File: config.mk
export PLATFORM = sky130hd
export DESIGN_NAME = cu_decode_queue
export DESIGN_NICKNAME = d
export VERILOG_FILES = /design/src/rtl/control_unit_pkg.sv /design/src/rtl/cu_decode.sv /design/src/rtl/cu_decode_queue.sv
export SDC_FILE = /design/constraint.sdc
export NUM_CORES = 1
export LEC_CHECK = 0
export BUFFER_PORTS_ARGS = -buffer_cell sky130_fd_sc_hd__buf_2
export CORE_UTILIZATION = 45
export CTS_CLUSTER_SIZE = 40
export DETAILED_ROUTE_END_ITERATION = 8
export SETUP_SLACK_MARGIN = 0.4
export SLEW_MARGIN = 10
export SYNTH_ARGS = -nofsm -noshare
export SYNTH_HDL_FRONTEND = slang
export SYNTH_SLANG_ARGS = --single-unit
File: constraint.sdc
create_clock -name CLK -period 3.4 [get_ports CLK]
set_clock_uncertainty 0.1 [all_clocks]
set_input_delay 0.17 -clock CLK [delete_from_list [all_inputs] [get_ports CLK]]
set_output_delay 0.17 -clock CLK [all_outputs]
set_load 0.005 [all_outputs]
File: src/rtl/control_unit_pkg.sv
// rtl/control_unit_pkg.sv - control bundle type, opcode/funct/ALU encodings and HALT opcode
package control_unit_pkg;

  typedef logic [31:0] word_t;

  typedef enum logic [5:0] {
    OP_RTYPE = 6'h00, OP_J    = 6'h02, OP_JAL  = 6'h03, OP_BEQ = 6'h04,
    OP_BNE   = 6'h05, OP_ADDIU = 6'h09, OP_SLTI = 6'h0A, OP_ANDI = 6'h0C,
    OP_ORI   = 6'h0D, OP_LUI  = 6'h0F, OP_LW   = 6'h23, OP_SW  = 6'h2B,
    OP_HALT  = 6'h3F
  } opcode_t;

  typedef enum logic [5:0] {
    FN_SLL  = 6'h00, FN_SRL = 6'h02, FN_JR  = 6'h08, FN_ADDU = 6'h21,
    FN_SUBU = 6'h23, FN_AND = 6'h24, FN_OR  = 6'h25, FN_XOR  = 6'h26,
    FN_NOR  = 6'h27, FN_SLT = 6'h2A
  } funct_t;

  // ALU_ADD is zero so an all-zero bundle stays a harmless add
  typedef enum logic [3:0] {
    ALU_ADD = 4'd0, ALU_SUB = 4'd1, ALU_AND = 4'd2, ALU_OR  = 4'd3,
    ALU_XOR = 4'd4, ALU_NOR = 4'd5, ALU_SLT = 4'd6, ALU_SLL = 4'd7,
    ALU_SRL = 4'd8, ALU_LUI = 4'd9
  } aluop_t;

  localparam logic [5:0] HALT_OPCODE = 6'h3F;

  // Write-back source select
  localparam logic [1:0] RS_ALU = 2'd0, RS_MEM = 2'd1, RS_PC4 = 2'd2, RS_LUI = 2'd3;
  // Destination register select
  localparam logic [1:0] RD_RT = 2'd0, RD_RA = 2'd1, RD_RD = 2'd2;
  // Next-PC source
  localparam logic [1:0] PC_SEQ = 2'd0, PC_BR = 2'd1, PC_JMP = 2'd2, PC_JR = 2'd3;

  typedef struct packed {
    logic       ALUSrc;
    aluop_t     ALUOp;
    logic [1:0] RegSel;
    logic [1:0] RegDst;
    logic       RegWr;
    logic       ExtOp;
    logic [1:0] PCSrc;
    logic       dREN;
    logic       dWEN;
  } ctrl_t;

endpackage

File: src/rtl/cu_decode.sv
// rtl/cu_decode.sv - combinational instruction to ctrl_t decoder
module cu_decode
  import control_unit_pkg::*;
(
  input  word_t instr_i,
  output ctrl_t ctrl_o
);

  logic [19:0] unused_bits;
  assign unused_bits = instr_i[25:6];

  // Decode table; anything not listed (opcode or R-type funct) yields an all-zero bundle
  always_comb begin
    ctrl_o = '0;
    case (instr_i[31:26])
      OP_RTYPE: begin
        ctrl_o.RegDst = RD_RD;
        ctrl_o.RegWr  = 1'b1;
        case (instr_i[5:0])
          FN_ADDU: ctrl_o.ALUOp = ALU_ADD;
          FN_SUBU: ctrl_o.ALUOp = ALU_SUB;
          FN_AND:  ctrl_o.ALUOp = ALU_AND;
          FN_OR:   ctrl_o.ALUOp = ALU_OR;
          FN_XOR:  ctrl_o.ALUOp = ALU_XOR;
          FN_NOR:  ctrl_o.ALUOp = ALU_NOR;
          FN_SLT:  ctrl_o.ALUOp = ALU_SLT;
          FN_SLL:  ctrl_o.ALUOp = ALU_SLL;
          FN_SRL:  ctrl_o.ALUOp = ALU_SRL;
          FN_JR: begin
            ctrl_o.RegDst = RD_RT;
            ctrl_o.RegWr  = 1'b0;
            ctrl_o.PCSrc  = PC_JR;
          end
          default: ctrl_o = '0;
        endcase
      end
      OP_ADDIU: begin ctrl_o.ALUSrc = 1'b1; ctrl_o.ExtOp = 1'b1; ctrl_o.RegWr = 1'b1; end
      OP_SLTI: begin
        ctrl_o.ALUSrc = 1'b1; ctrl_o.ExtOp = 1'b1; ctrl_o.RegWr = 1'b1; ctrl_o.ALUOp = ALU_SLT;
      end
      OP_ANDI: begin ctrl_o.ALUSrc = 1'b1; ctrl_o.RegWr = 1'b1; ctrl_o.ALUOp = ALU_AND; end
      OP_ORI:  begin ctrl_o.ALUSrc = 1'b1; ctrl_o.RegWr = 1'b1; ctrl_o.ALUOp = ALU_OR; end
      OP_LUI: begin
        ctrl_o.ALUSrc = 1'b1; ctrl_o.RegWr = 1'b1; ctrl_o.ALUOp = ALU_LUI; ctrl_o.RegSel = RS_LUI;
      end
      OP_LW: begin
        ctrl_o.ALUSrc = 1'b1; ctrl_o.ExtOp = 1'b1; ctrl_o.RegWr = 1'b1;
        ctrl_o.RegSel = RS_MEM; ctrl_o.dREN = 1'b1;
      end
      OP_SW:  begin ctrl_o.ALUSrc = 1'b1; ctrl_o.ExtOp = 1'b1; ctrl_o.dWEN = 1'b1; end
      OP_BEQ, OP_BNE: begin ctrl_o.ALUOp = ALU_SUB; ctrl_o.ExtOp = 1'b1; ctrl_o.PCSrc = PC_BR; end
      OP_J:   ctrl_o.PCSrc = PC_JMP;
      OP_JAL: begin
        ctrl_o.PCSrc = PC_JMP; ctrl_o.RegDst = RD_RA; ctrl_o.RegSel = RS_PC4; ctrl_o.RegWr = 1'b1;
      end
      default: ctrl_o = '0;
    endcase
  end

endmodule

File: src/rtl/cu_decode_queue.sv
// rtl/cu_decode_queue.sv - decode-at-enqueue instruction FIFO; CU_HALT_EN adds sticky halt
module cu_decode_queue
  import control_unit_pkg::*;
#(
  parameter int DEPTH = 4,
  parameter int CW    = 32
) (
  input  logic                     CLK,
  input  logic                     RST,
  input  logic                     flush,
  input  logic                     in_valid,
  output logic                     in_ready,
  input  logic [CW-1:0]            instr,
  output logic                     out_valid,
  input  logic                     out_ready,
  output ctrl_t                    out_ctrl,
  output logic [CW-1:0]            out_instr,
  output logic [$clog2(DEPTH):0]   count
`ifdef CU_HALT_EN
  ,
  output logic                     halt
`endif
);

  localparam int PW   = $clog2(DEPTH);
  localparam int CNTW = PW + 1;
  localparam logic [CNTW-1:0] DEPTH_C = CNTW'(DEPTH);

  ctrl_t           ctrl_mem [DEPTH];
  logic [CW-1:0]   instr_mem [DEPTH];
  logic [PW-1:0]   wr_ptr_q, wr_ptr_d, rd_ptr_q, rd_ptr_d;
  logic [CNTW-1:0] count_q, count_d;
  ctrl_t           dec_ctrl;
  logic            push, pop;

  // Opcode sits in bits 31:26, so CW is expected to be at least 32
  cu_decode u_decode (
    .instr_i (instr[31:0]),
    .ctrl_o  (dec_ctrl)
  );

`ifdef CU_HALT_EN
  logic halt_q, halt_d;
  assign in_ready = (count_q < DEPTH_C) && !halt_q;
  assign halt     = halt_q;
  // Halt latches on an accepted HALT push that is not cancelled by flush
  always_comb begin
    halt_d = halt_q;
    if (push && !flush && (instr[31:26] == HALT_OPCODE)) halt_d = 1'b1;
  end
  // Sticky halt register, cleared only by reset
  always_ff @(posedge CLK) begin
    if (RST) halt_q <= 1'b0;
    else     halt_q <= halt_d;
  end
`else
  assign in_ready = (count_q < DEPTH_C);
`endif

  assign out_valid = (count_q != '0);
  assign push      = in_valid && in_ready;
  assign pop       = out_valid && out_ready;
  assign out_ctrl  = out_valid ? ctrl_mem[rd_ptr_q]  : '0;
  assign out_instr = out_valid ? instr_mem[rd_ptr_q] : '0;
  assign count     = count_q;

  // Pointer and occupancy next state; flush wins over push and pop
  always_comb begin
    wr_ptr_d = wr_ptr_q;
    rd_ptr_d = rd_ptr_q;
    count_d  = count_q;
    if (flush) begin
      wr_ptr_d = '0;
      rd_ptr_d = '0;
      count_d  = '0;
    end else begin
      if (push) wr_ptr_d = wr_ptr_q + 1'b1;
      if (pop)  rd_ptr_d = rd_ptr_q + 1'b1;
      case ({push, pop})
        2'b10:   count_d = count_q + 1'b1;
        2'b01:   count_d = count_q - 1'b1;
        default: count_d = count_q;
      endcase
    end
  end

  // Pointer/count registers; reset takes precedence over everything
  always_ff @(posedge CLK) begin
    if (RST) begin
      wr_ptr_q <= '0;
      rd_ptr_q <= '0;
      count_q  <= '0;
    end else begin
      wr_ptr_q <= wr_ptr_d;
      rd_ptr_q <= rd_ptr_d;
      count_q  <= count_d;
    end
  end

  // Entry storage written on an accepted, non-flushed push; contents are not reset
  always_ff @(posedge CLK) begin
    if (push && !flush && !RST) begin
      ctrl_mem[wr_ptr_q]  <= dec_ctrl;
      instr_mem[wr_ptr_q] <= instr;
    end
  end

endmodule
==> flow_results.org <==
** Detailed routing
- Average via count per standard cell :: 5.30
- After detailed routing, the number of remaining DRC violations is 0.
- Final routed wirelength across all metal layers :: 14.6 mm
- Number of routed nets with antenna violations :: 0
- First-iteration detailed-routing DRC count :: 242
- The routed layout has 4161 vias.
- After detailed routing, the average wire length per cell comes to 18.6 um.
- For this run, the detailed router's first-pass iteration total came to 4.

** Clock tree
- No sink is reached through more buffers than the 2 on the longest clock path.
- Clock-pin slew reported for the worst setup and hold paths after clock tree synthesis :: 60 ps
- The H-tree was split into 4 levels.
- In this run, post-CTS repair resized a total of 0 instances.
- Clock Latency Late Sink :: 420 ps
- The number of hold buffers added after CTS was 29.
- CTS root buf :: clkbuf_16
- The tree built by TritonCTS fans out to 197 sinks.
- CTS tree :: yes
- Buffers added to address setup during post-CTS repair amount to 0.
- TritonCTS Buffers :: 17

** Worst setup path
- Counting cells, the worst reg-to-reg path comes to 3.
- Across all register-to-register paths, the minimum setup slack is 1210 ps.
- Critical-path cell with the highest stage delay :: dfxtp_4
- Worst Path Arrival :: 2260 ps
- The worst setup path is captured at an output port.
- Largest stage delay, worst path :: 680 ps
- STA puts the critical path data required time at 3130 ps.
- Setup Crit Path Kind :: reg -> out
- The critical path crosses 4 cells after its start point.
- Worst path top cell family by delay :: flip-flops
- Highest fanout seen on the critical path :: 24
- Crit start category :: flop
- Together, buffers and inverters on the worst path number 2.
- Walking the worst path, the cells encountered are buf_12 > mux4_2 > and2_1 > buf_2.
- Timing endpoint of the critical path :: out_instr[11]
- Worst reg2reg path endpoint :: ctrl_mem[0][11]
- The startpoint identified for the worst register-to-register timing path is count[2].

** Global route
- Maximum number of pins on one net before global-route repair :: 50
- The first global-routing pass estimated 23.1 mm of wire.
- The number of global-route vias before repair was 4273.
- Summed over all layers, the global routing overflow is 0.
- Number of antenna violations at the first check in global routing :: 0
- Global routing used 17.5% of the available tracks.

** Power
- Maximum ir drop on the vdd rail :: 0.000376 V
- Summed over all cells, the static leakage comes to 3.31 nW.
- The completed layout was analyzed and its total power is 0.00473 W.
- Total power per unit cell area :: 497 nW/um^2

** Placement
- The congestion estimate from routability-driven global placement came to 0.831.
- Count of buffers inserted at the top-level ports :: 88
- Sum of net half-perimeters after detailed placement :: 8.74 mm
- OpenSTA, run right after detailed placement, puts the worst setup slack at 1220 ps.

** Outcome
- Result of the run :: complete, no violations

** Synthesis
- The netlist uses 42 different library cells.
- Of all cell types, the one taking the most synthesized area is edfxtp_1.
- Syn Nets :: 471
- The average instance in the mapped netlist occupies 18.6 um^2.
- Share of flip-flops with an asynchronous set or reset :: 0%
- The most common cell in the synthesized netlist is edfxtp_1.
- Number of instances in the synthesized netlist :: 428
- Sequential elements use 73.1% of the synthesized area.
- Counting flops and latches in the post-synthesis netlist gives 197.
- The commonest cells after synthesis are edfxtp_1 (188), and2_1 (48), mux4_2 (47).
- The share of synthesized area in the top cell type comes to 70.8%.
- For this run, the leading register cell type out of synthesis is edfxtp_1.
- Synthesis warning total :: 0
- Syn Std Cell Area :: 7970 um^2
- Sorting the synthesized cells by area gives the leading types as edfxtp_1 (71%), mux4_2 (13%), and2_1 (3.8%), dfxtp_1 (2.3%), nor2_1 (1.2%).
- EDFF count, synth :: 188

** Floorplan
- The floorplan has 48 rows.
- Number of placed I/O pins :: 89
- Full die area :: 18200 um^2
- The floorplan step set the die height to 135 um.
- For this configuration, the core starts out at a cell density of 46.1%.
- Horizontal die dimension :: 135 um
- Floorplan Core Area :: 17300 um^2

** Final layout
- In the final layout, the share of cells above drive strength 1 is 31.8%.
- Area of the multi-input gates :: 2010 um^2
- The sequential cells in the finished layout cover a total of 5830 um^2.
- The filler cells instantiated in the layout total 1391.
- At the end of the flow the core is filled with cells to 55.0%.
- Number of antenna diodes :: 0
- In the final design database the tool counted 592 nets.
- Synthesis-to-layout area growth :: 19.4%

** Job
- Maximum capacitance violations :: 0

** Timing
- Transition at the pin with the smallest max-transition slack :: 617 ps
- Setup violations remaining at the end of the flow were counted as 0.
- The final count of hold timing violations is 0.
- Unrepaired setup endpoints after global routing :: no
- Part of the cycle the worst path needs :: 74.3%
- Final Max Slew Viols :: 0
- For the finished layout, the period the worst path requires is 2530 ps.
- Relative slew margins :: 58.8%
- Once routing completed, OpenROAD measured the worst setup slack at 873 ps.
- For the final routed database, the setup TNS stands at 0 ps.
- Based on the critical path, the design can be clocked at up to 396 MHz.

** Hold path
- Cells on Worst Hold Path :: 3
- Worst Hold Class :: in -> reg
metrics by stage:
step | hold slack, ps | instance area [um^2] | instances
finish | 27.3 | 9520 | 785
global route | 24.4 | 9520 | 785
CTS | 22.4 | 9520 | 785
detailed placement | 289 | 8720 | 726
global placement | 280 | 8720 | 726
floorplan | 169 | 7970 | 428
state kept, by name (all words and copies together) (netlist names), named ones only:
register / cells
rd_ptr_q: 2
count: 3
instr_mem: 128
ctrl_mem: 60
wr_ptr_q: 2
placed cells by master, fill, tap and decap left out, types with 4 or more instances in the layout:
cell type / synthesis / routed
edfxtp_1: 188 / 188
buf_2: 5 / 88
and2_1: 48 / 48
mux4_2: 47 / 47
dlygate4sd3_1: 0 / 29
nor2_1: 25 / 25
clkbuf_16: 0 / 17
a21oi_1: 12 / 12
inv_1: 9 / 9
clkbuf_1: 13 / 7
dfxtp_1: 9 / 7
nand2_1: 5 / 5
nand3_1: 5 / 5
ha_1: 5 / 5
buf_12: 0 / 5
or3_1: 4 / 4
or2_2: 4 / 4
nand2b_1: 4 / 4
and3_2: 0 / 4
xor2_1: 4 / 4
routing by layer:
metal	vias to the layer above	global-route usage (%)	share of wire, %
li1	1921	-	-
met2	102	27.7	50
met1	2125	23.8	45
met3	13	4.09	4.3
met4	0	6.55	1.2
met5	-	0	0
power by group:
part           switching (W)  internal [W]  leakage [nW]
clock network       0.000789      0.000995         0.245
logic               0.000137      0.000125          1.24
registers          0.0000116       0.00267          1.83
cell families after synthesis:
family / synth area share (%)
compound gates: 2.29
xor+xnor: 0.659
fa+ha+maj: 1.04
buf+inv: 1.73
flops: 73.1
mux: 13.3
simple gates: 7.91
worst register-to-register path: cells and delay by family, from the launching register on:
family / cells / cell delay [ps]
and+or+nand+nor: 2 / 1130
DFF: 1 / 350
buffers and inverters: 1 / 280
area by class of cell:
cell class / instances / area share, %
Sequential cell: 197 / 61.3
Multi-Input combinational cell: 199 / 21.1
Timing Repair Buffer: 125 / 8.96
Clock buffer: 24 / 4.75
Tap cell: 225 / 2.96
Clock inverter: 6 / 0.591
Inverter: 9 / 0.355
worst min path at each step:
stage / to / from
after floorplan: instr_mem[0][0] / instr[0]
after global placement: instr_mem[3][20] / instr[20]
after detailed placement: instr_mem[2][24] / instr[24]
after CTS: count[1] / flush
after global routing: count[1] / flush
final: rd_ptr_q[0] / flush
Power figures use the tool's default switching activity.
